$ cat src/rtl/mux2_4_rr_arbiter_pkg.sv
// Shared definitions for the two-requester round-robin arbiter around mux2_4:
// FSM state encodings, mux select encodings and a small state-to-side helper.
package mux2_4_rr_arbiter_pkg;

    typedef enum logic [1:0] {
        ST_IDLE = 2'd0,
        ST_GA   = 2'd1,
        ST_GB   = 2'd2
    } state_e;

    localparam logic SEL_A = 1'b0;
    localparam logic SEL_B = 1'b1;

    // Which side a grant state belongs to; IDLE maps to A, which matches sel's idle value.
    function automatic logic side_of(input state_e st);
        logic side;
        if (st == ST_GB) begin
            side = SEL_B;
        end else begin
            side = SEL_A;
        end
        return side;
    endfunction

endpackage

$ cat src/rtl/mux2_4.sv
// Existing 4-bit 2:1 multiplexer: Out follows A when s is 0, otherwise B.
module mux2_4 (
    output logic [3:0] Out,
    input  logic [3:0] A,
    input  logic [3:0] B,
    input  logic       s
);

    // Plain select; no storage.
    always_comb begin
        if (s == 1'b0) begin
            Out = A;
        end else begin
            Out = B;
        end
    end

endmodule

$ cat src/rtl/mux2_4_rr_arbiter.sv
// Round-robin arbiter that owns the mux2_4 select and hands the shared mux to
// requester A or B, presenting the selected word through a valid/ready handshake.
module mux2_4_rr_arbiter
    import mux2_4_rr_arbiter_pkg::*;
#(
    parameter int W        = 4,
    parameter int MAX_HOLD = 4
) (
    input  logic         clk,
    input  logic         rst_n,
    input  logic         req_a,
    input  logic [W-1:0] a,
    input  logic         req_b,
    input  logic [W-1:0] b,
    output logic         gnt_a,
    output logic         gnt_b,
    output logic         sel,
    output logic         out_valid,
    input  logic         out_ready,
    output logic [W-1:0] out
);

    localparam int                CNT_W     = (MAX_HOLD > 1) ? $clog2(MAX_HOLD) : 1;
    localparam logic [CNT_W-1:0]  HOLD_LAST = CNT_W'(MAX_HOLD - 1);
    localparam logic [CNT_W-1:0]  HOLD_ONE  = CNT_W'(1);
    localparam logic [CNT_W-1:0]  HOLD_ZERO = CNT_W'(0);

    state_e           state_r;
    state_e           state_nxt_s;
    logic [CNT_W-1:0] hold_cnt_r;
    logic [CNT_W-1:0] hold_cnt_nxt_s;
    logic             last_r;
    logic             last_nxt_s;
    logic             gnt_a_r;
    logic             gnt_b_r;
    logic             sel_r;
    logic             gnt_a_nxt_s;
    logic             gnt_b_nxt_s;
    logic             sel_nxt_s;
    logic             valid_s;
    logic             xfer_s;
    logic             hold_full_s;

    assign valid_s     = (gnt_a_r & req_a) | (gnt_b_r & req_b);
    assign xfer_s      = valid_s & out_ready;
    assign hold_full_s = (hold_cnt_r == HOLD_LAST);

    // State, counter, last-owner and grant/select registers; reset drops any grant.
    always_ff @(posedge clk) begin
        if (!rst_n) begin
            state_r    <= ST_IDLE;
            hold_cnt_r <= HOLD_ZERO;
            last_r     <= SEL_B;
            gnt_a_r    <= 1'b0;
            gnt_b_r    <= 1'b0;
            sel_r      <= SEL_A;
        end else begin
            state_r    <= state_nxt_s;
            hold_cnt_r <= hold_cnt_nxt_s;
            last_r     <= last_nxt_s;
            gnt_a_r    <= gnt_a_nxt_s;
            gnt_b_r    <= gnt_b_nxt_s;
            sel_r      <= sel_nxt_s;
        end
    end

    // Next-state: owner keeps the mux until it drops req or exhausts its hold budget with a waiter.
    always_comb begin
        state_nxt_s = state_r;
        case (state_r)
            ST_IDLE: begin
                if (req_a && req_b) begin
                    if (last_r == SEL_A) begin
                        state_nxt_s = ST_GB;
                    end else begin
                        state_nxt_s = ST_GA;
                    end
                end else if (req_a) begin
                    state_nxt_s = ST_GA;
                end else if (req_b) begin
                    state_nxt_s = ST_GB;
                end else begin
                    state_nxt_s = ST_IDLE;
                end
            end
            ST_GA: begin
                if (!req_a) begin
                    state_nxt_s = req_b ? ST_GB : ST_IDLE;
                end else if (xfer_s && hold_full_s && req_b) begin
                    state_nxt_s = ST_GB;
                end else begin
                    state_nxt_s = ST_GA;
                end
            end
            ST_GB: begin
                if (!req_b) begin
                    state_nxt_s = req_a ? ST_GA : ST_IDLE;
                end else if (xfer_s && hold_full_s && req_a) begin
                    state_nxt_s = ST_GA;
                end else begin
                    state_nxt_s = ST_GB;
                end
            end
            default: begin
                state_nxt_s = ST_IDLE;
            end
        endcase
    end

    // Hold counter counts accepted words per grant; a stall freezes it, a lone owner wraps it.
    always_comb begin
        hold_cnt_nxt_s = hold_cnt_r;
        if (state_nxt_s != state_r) begin
            hold_cnt_nxt_s = HOLD_ZERO;
        end else if (xfer_s) begin
            if (hold_full_s) begin
                hold_cnt_nxt_s = HOLD_ZERO;
            end else begin
                hold_cnt_nxt_s = hold_cnt_r + HOLD_ONE;
            end
        end else begin
            hold_cnt_nxt_s = hold_cnt_r;
        end
    end

    // Remember the side being left so the next idle tie goes the other way.
    always_comb begin
        last_nxt_s = last_r;
        if ((state_r != ST_IDLE) && (state_nxt_s != state_r)) begin
            last_nxt_s = side_of(state_r);
        end else begin
            last_nxt_s = last_r;
        end
    end

    // Grant and select decoded from the next state so they register together with it.
    always_comb begin
        gnt_a_nxt_s = 1'b0;
        gnt_b_nxt_s = 1'b0;
        sel_nxt_s   = SEL_A;
        case (state_nxt_s)
            ST_GA: begin
                gnt_a_nxt_s = 1'b1;
                sel_nxt_s   = SEL_A;
            end
            ST_GB: begin
                gnt_b_nxt_s = 1'b1;
                sel_nxt_s   = SEL_B;
            end
            default: begin
                gnt_a_nxt_s = 1'b0;
                gnt_b_nxt_s = 1'b0;
                sel_nxt_s   = SEL_A;
            end
        endcase
    end

    mux2_4 u_mux (
        .Out (out),
        .A   (a),
        .B   (b),
        .s   (sel_r)
    );

    assign gnt_a     = gnt_a_r;
    assign gnt_b     = gnt_b_r;
    assign sel       = sel_r;
    assign out_valid = valid_s;

endmodule

$ cat config.mk
export PLATFORM = sky130hd
export DESIGN_NAME = mux2_4_rr_arbiter
export DESIGN_NICKNAME = d
export VERILOG_FILES = /design/src/rtl/mux2_4_rr_arbiter_pkg.sv /design/src/rtl/mux2_4.sv /design/src/rtl/mux2_4_rr_arbiter.sv
export SDC_FILE = /design/constraint.sdc
export NUM_CORES = 1
export LEC_CHECK = 0
export ABC_AREA = 1
export CORE_AREA = 2 2 39 41
export DETAILED_ROUTE_END_ITERATION = 12
export DIE_AREA = 0 0 41 43
export MAX_ROUTING_LAYER = met4
export PLACE_DENSITY_LB_ADDON = 0.05
export SLEW_MARGIN = 10
export SYNTH_ARGS = -nofsm -noshare
export SYNTH_HDL_FRONTEND = slang
export SYNTH_SLANG_ARGS = --single-unit
$ cat constraint.sdc
create_clock -name clk -period 1.4 [get_ports clk]
set_input_delay 0.21 -clock clk [delete_from_list [all_inputs] [get_ports clk]]
set_output_delay 0.21 -clock clk [all_outputs]
set_load 0.005 [all_outputs]
==> results of run 1 <==
==> tightest hold or removal path: stages, from the launching register on <==
cell	delay, ps
dfxtp_1	320
nand2_1	60
nand2_1	40
==> final timing paths <==
| path | from | endpoint | cells after the start |
|---|---|---|---|
| min reg2reg | last_r | last_r | 2 |
| max | sel | last_r | 11 |
| max reg2reg | sel | last_r | 11 |
| min | last_r | last_r | 2 |
==> cells in the final DEF (no fill, tap or decap) <==
master           count
a21boi_0             1
nor3_1               1
dfxtp_4              1
nand3_2              2
dlymetal6s2s_1       1
clkdlybuf4s50_1     11
nor2_1               5
clkbuf_4             3
nor2_2               1
clkbuf_1             1
nand2_2              3
inv_1                5
nand4_1              4
dlygate4sd2_1        3
mux2_4               3
a21oi_1              3
dfxtp_1              6
mux2_2               1
a21oi_2              1
nand3_1              2
nor3_2               1
buf_2                1
ha_1                 1
buf_4               16
buf_6                5
nand2_1             14
a31oi_1              4
nand2_4              2
==> power by group through the flow <==
stage,clock network [mW],registers (mW),logic [mW]
2_1_floorplan,0,0.242,0.121
3_5_place_dp,0,0.245,0.257
3_3_place_gp,0,0.245,0.256
4_1_cts,0.200,0.238,0.276
6_report,0.192,0.240,0.324
5_1_grt,0.211,0.243,0.354
==> final cells by class <==
class | instances | area share
well taps | 16 | 0.0235
multi-input cells | 49 | 0.368
repair buffers | 37 | 0.387
clock buffers | 4 | 0.0308
inverters | 5 | 0.0220
flip-flops and latches | 7 | 0.169
==> what timing repair did <==
action | in CTS | in global routing
gates resized for setup | 23 | 19
setup endpoints to repair | 10 | 9
buffers inserted | 4 | 3
endpoints found under the hold margin | 0 | 0
pin swaps | 3 | 9
==> metal layers <==
| layer | up-vias | global-route usage | routed length [um] |
|---|---|---|---|
| li1 | 294 | - | - |
| met1 | 246 | 0.168 | 528 |
| met2 | 17 | 0.294 | 727 |
| met3 | 5 | 0.0524 | 110 |
| met4 | 0 | 0.140 | 46 |
| met5 | - | - | 0 |
==> sequential cells by signal (all words and copies together) (netlist names) <==
signal and cells:
hold_cnt_r 2, state_r 2, sel 1, last_r 1, gnt_a 1
==> stage by stage <==
step	cell area (um^2)	std cells	setup TNS, ps
global placement	716	107	-1710
detailed placement	716	107	-1960
floorplan	428	62	0
finish	853	118	-6.31
global route	853	118	-249
CTS	777	115	-97.1
==> cells by family (layout without fill, tap and decap cells) <==
logic type | Yosys count | in the layout | share of synthesized area
AND/OR/NAND/NOR | 35 | 35 | 0.354
AO/OA/AOI/OAI | 9 | 9 | 0.123
flip-flops | 7 | 7 | 0.327
buffers and inverters | 6 | 46 | 0.0614
multiplexers | 4 | 4 | 0.105
adder cells (fa/ha/maj) | 1 | 1 | 0.0292
==> flow_results.org, run 1 <==
** Status
- Result of the run :: complete, but fails checks
- The final reports fail on setup timing.

** Global route
- The number of global-route vias before repair is just over 500.
- Entering global routing, the biggest net connects 6 pins.
- For this run, the total global-route usage over all layers was measured as 0.182.
- Global-route wire length before repair :: just under 2000 um
- Antenna violations before repair :: 0
- Total congestion overflow after global routing :: 0

** Final layout
- After the last flow step, the layout net total stands at roughly 120.
- Compared with the post-synthesis result, the final layout area differs by 99.4%.
- For this run, the share of the core covered by cells in the final layout is 0.617.
- Multi-input gate area :: 314 um^2
- Number of antenna repair diodes :: 0
- Layout filler cell count :: ~130
- The sequential cells in the finished layout cover a total of approximately 140 um^2.
- Share of cells above drive strength 1 :: 0.392

** Floorplanning
- The die is around 40 um wide.
- In this run the core area contains 14 standard-cell rows.
- Die outline area :: 0.00176 mm^2
- Initial core utilization :: 0.309
- Placeable core area :: ~0.0014 mm^2
- Die span in y :: between 40 and 50 um
- In this run the count of I/O pins placed on the die edge is 21.

** Critical path
- Crit path capture type :: flop
- On the critical path the largest part of the delay comes from simple AND/OR/NAND/NOR gates.
- At the worst endpoint, the arrival time is 1560 ps.
- CP Class :: reg -> reg
- For the worst setup path, the data required time is between 1500 and 2000 ps.
- Of all nets on the critical path, the largest fanout is 4.
- The slowest stage of the critical path is the dfxtp_4 cell.
- Counting both buffers and inverters, the worst setup path holds a total of 1.
- Setup slack on the worst reg-to-reg path comes out at -6 ps.
- On the worst path, the slowest cell contributes a delay of 350 ps.
- Cells along the critical path :: buf_6 -> nand2_4 -> nand2_4 -> nand4_1 -> nand2_1 -> nand2_2 -> nand4_1 -> nand2_2 -> nand2_2 -> a21oi_2 -> nand2_1
- Critical Path Most Common Cell :: nand2_2
- CP startpoint kind :: flop

** Placed design
- Detailed placement ended at an HPWL of ~930 um.
- OpenSTA, run right after detailed placement, puts the worst setup slack at -350 ps.
- Weighted congestion reported at the end of routability-driven placement :: between 0.8 and 0.9
- Port Buffers :: 20

** Clock tree
- Clock tree synthesis selected as its root buffer the cell clkbuf_4.
- Clock tree from TritonCTS :: built
- Buffers inserted to repair hold after CTS numbered 0.
- CTS sink cnt :: 7
- The later pin in the worst-skew pair is clocked with a latency of roughly 260 ps.
- Number of clock buffers inserted by TritonCTS :: 3
- Clock-pin slew was measured on the worst setup and hold paths at roughly 60 ps.
- Maximum root-to-sink buffer count :: 2
- Maximum level of the CTS H-tree :: 1

** Logic synthesis
- In this run, distinct cell masters in the synthesized netlist total 14.
- The most used flip-flop cell after synthesis is dfxtp_1.
- Area of the mapped netlist :: ~430 um^2
- The synthesized design contains 7 register bits.
- Post-synth EDFFs :: 0
- The Yosys step of the flow raised 0 warnings.
- Among all cell types in the netlist, the one instantiated most often is nand2_1.
- When the netlist entered floorplanning its net count stood at 76.
- Fraction of post-synthesis cell area in the top cell type by area :: 0.327
- Cell type contributing the most total cell area after synthesis :: dfxtp_1
- Of the synthesized area, sequential elements account for 0.327.
- Post-synth ARST share :: 0
- A synthesized cell averages roughly 6.9 um^2.
- By area the synthesized netlist is led by dfxtp_1 33%, nand2_1 16%, mux2_2 11%.
- Gate count after technology mapping :: 62
- Commonest cells in the netlist :: 18 x nand2_1, 7 x dfxtp_1, 6 x nor2_1

** STA
- Min Clock Period, post-route :: 1410 ps
- Max-slew violation count :: 0
- Static timing analysis puts the maximum clock frequency at 711 MHz.
- For the pin with the worst max-slew slack, the measured transition is around 350 ps.
- Unrepaired setup endpoints after global routing :: true
- Dividing the final minimum period by the clock period gives 1.00.
- Worst Hold Slack :: between 400 and 500 ps
- In this run the tightest slew margin relative to its limit is 0.762.
- On the final layout, the worst clock skew is between 3 and 4 ps.
- The number of hold-slack violations in the final timing report is 0.
- Setup violations remaining at the end of the flow were counted as 1.
- Worst path setup slack after routing :: -6.31 ps

** Routing
- Post-detailed-route wirelength per cell :: around 12 um
- Vias/cell :: roughly 4.8
- DRC violation count after routing :: 0
- After the first detailed-routing iteration, the DRC count stood at 6.
- The first detailed-routing pass took 4 iterations.
- In this run the remaining antenna-violating nets after routing total 0.
- The final route contains approximately 560 vias.
- Wires add up to about 1400 um.

** Pwr
- Int Pwr :: about 520 uW
- Relative contribution of the clock network to total power :: 0.254
- Of the total power, the share spent switching nets is 0.315.
- The design draws approximately 760 uW.
- Of the total power, registers draw 0.317.
- Power spent charging and discharging nets :: 238 uW
- Total leakage power :: about 0.41 nW
- For this design the ratio of total power to cell area is approximately 890 mW/mm^2.
- Worst VDD drop :: between 0.4 and 0.5 mV
- Power share of the combinational group :: 0.429

** Flow run
- Max Cap Violations :: 0

** Min path
- Path category of the worst min-delay check :: reg -> reg
Note: power is estimated with default switching activity, not from simulation.
==> run 2, diff against run 1 <==
GPL_TIMING_DRIVEN = 0   (was default)
SLEW_MARGIN = default   (was 10)
==> flow_results.org, run 2 (same netlist as run 1, synthesis figures left out) <==
** Critical path
- In this run the worst path has a maximum fanout of 4.
- CP startpoint kind :: flop
- CP Data Arrival Time :: about 1500 ps
- CP Class :: reg -> reg
- Data required time of the critical path :: roughly 1500 ps
- In this run the register-to-register setup slack is 30 ps.
- Crit path capture type :: flop

** Pwr
- Power density relative to cell area :: between 900 and 1000 mW/mm^2
- Total leakage power :: 0.323 nW
- The completed layout was analyzed and its total power is 664 uW.
- The worst-case IR drop observed on VDD is approximately 0.53 mV.

** STA
- Final Skew :: ~2.8 ps
- The count of final max-slew check failures came to 0.
- Min Clock Period, post-route :: around 1400 ps
- Max-slew headroom at the worst pin :: 0.790
- For the pin with the worst max-slew slack, the measured transition is 313 ps.
- Period Utilization, post-route :: 0.977
- Final hold viol count :: 0
- Timing-limited maximum frequency :: around 730 MHz
- Setup violations remaining at the end of the flow were counted as 0.
- Unrepaired setup endpoints after global routing :: true

** Min path
- Path category of the worst min-delay check :: reg -> reg

** Routing
- Signal routing reaches up to met4.
- Final WL :: 1150 um
- Post-detailed-route wirelength per cell :: approximately 11 um
- Total number of vias :: slightly above 500
- Number of nets with antenna violations after routing :: 0
- In the detailed route, the total length drawn on met3 is between 80 and 90 um.
- First-pass detailed-route iteration total :: 4
- In the final routing, the length of wire on met1 measures between 500 and 600 um.
- The first routing iteration left 5 violations.
- After detailed routing, the met2 layer carries between 500 and 600 um of wire.
- DRC violation count after routing :: 0
- Vias/cell :: 4.83

** Floorplanning
- The floorplan has 14 rows.
- The floorplan step defined a core boundary enclosing approximately 0.0014 mm^2.
- The die covers 0.00176 mm^2.
- Measured along the y axis, the die boundary spans approximately 43 um.
- The die is slightly above 40 um wide.
- Boundary Pins :: 21
- Initial core utilization :: 0.309

** Clock tree
- Clock tree from TritonCTS :: built
- Clock slew at reported path FFs :: around 50 ps
- For this design, the sink count on the clock tree is 7.
- Counting the buffers created by CTS gives 3.
- Maximum level of the CTS H-tree :: 1
- The longest clock path from root to sink contains 2 buffers.
- The cell sitting at the root of the clock tree is a clkbuf_4.
- The clock reaches the later pin of the worst-skew pair after 250 ps.

** Final layout
- Biggest regs :: hold_cnt_r: 2 flops, state_r: 2 flops
- Most frequent standard cell in the layout excluding fill and tap cells :: nand2_1
- The library cells used most frequently in the layout, excluding fill and tap cells, are 17 x nand2_1, 11 x clkdlybuf4s50_1, 6 x nor2_1, 5 x inv_1.
- Layout filler cell count :: about 160
- Share of cells above drive strength 1 :: 0.267
- Final core area utilization :: 0.514
- Area Overhead vs Synth :: 66.4%
- After the last flow step, the layout net total stands at ~110.
- 0 antenna diodes ended up in the layout.

** Placed design
- Weighted congestion reported at the end of routability-driven placement :: slightly below 0.8
- Port Buffers :: 20
- Detail Placement HPWL :: approximately 860 um

** Global route
- Total congestion overflow after global routing :: 0
- Via count of the first global-routing pass :: 494
- Across every metal layer, demand over resource in global routing totals 0.157.
- Entering global routing, the biggest net connects 8 pins.
- The first global-routing pass estimated around 1800 um of wire.
- Antenna violations before repair :: 0

** Status
- Result of the run :: completed

** Flow run
- Across the run, the number of max-cap violations was 0.
## run 2: changes by cell type in the layout (fill, tap and decap cells not counted), moves of 2 or more
cell	previous run	this run
clkbuf_2	0	2
buf_4	16	4
nand2_4	2	0
nand2_1	14	17
buf_6	5	1
dfxtp_2	0	2
dfxtp_1	6	4
## run 2: routing by layer
| layer | global-route usage | vias to the layer above |
|---|---|---|
| met1 | 0.189 | 225 |
| met5 | - | - |
| met2 | 0.228 | 14 |
| met4 | 0.100 | 0 |
| li1 | - | 271 |
| met3 | 0.0314 | 2 |
## run 2: final cells by class
class / count / area [um^2] / share of cell area
inverters: 5 / 18.8 / 0.0264
flip-flops and latches: 7 / 146 / 0.206
plain buffers: 1 / 7.51 / 0.0105
repair buffers: 24 / 209 / 0.293
multi-input cells: 49 / 284 / 0.399
clock buffers: 4 / 26.3 / 0.0369
well taps: 16 / 20.0 / 0.0281
## run 2: power by group
| group | total, mW | switching [mW] | internal, mW |
|---|---|---|---|
| clock network | 0.183 | 0.0740 | 0.109 |
| registers | 0.240 | 0.0174 | 0.223 |
| logic | 0.242 | 0.110 | 0.132 |
## run 2: what timing repair did
action                                  4_1_cts  5_1_grt
hold endpoints to repair                      0        0
hold buffers                                  0        0
endpoints found under the setup margin       10        6
resized for setup                            22        9
pin swaps                                     2        4
cloned                                        0        0
setup buffers                                 3        1
## run 2: worst paths after layout
kind,endpoint,from,depth (start not counted)
setup / recovery,last_r,hold_cnt_r[0],8
hold / removal,hold_cnt_r[1],hold_cnt_r[1],2
setup reg to reg,last_r,hold_cnt_r[0],8
hold reg to reg,hold_cnt_r[1],hold_cnt_r[1],2
## run 2: metrics by stage
step                      cells  setup WS [ps]  setup TNS (ps)  instance area (um^2)  hold slack [ps]
after floorplan              62           49.7               0                   428              374
after detailed placement     98           -467           -2400                   648              470
after global placement       98           -477           -2420                   648              457
after global routing        106          -68.3           -91.1                   712              498
final                       106           31.9               0                   712              470
after CTS                   105          -47.2           -80.5                   698              475
## run 2: critical path, cell delays in order, from the launching register on
cell and delay, ps:
dfxtp_2 340, ha_2 190, nand4_1 140, nand3_2 140
nand4_1 100, nand2_1 90, nand2_1 70, a21oi_1 130
nand2_1 60
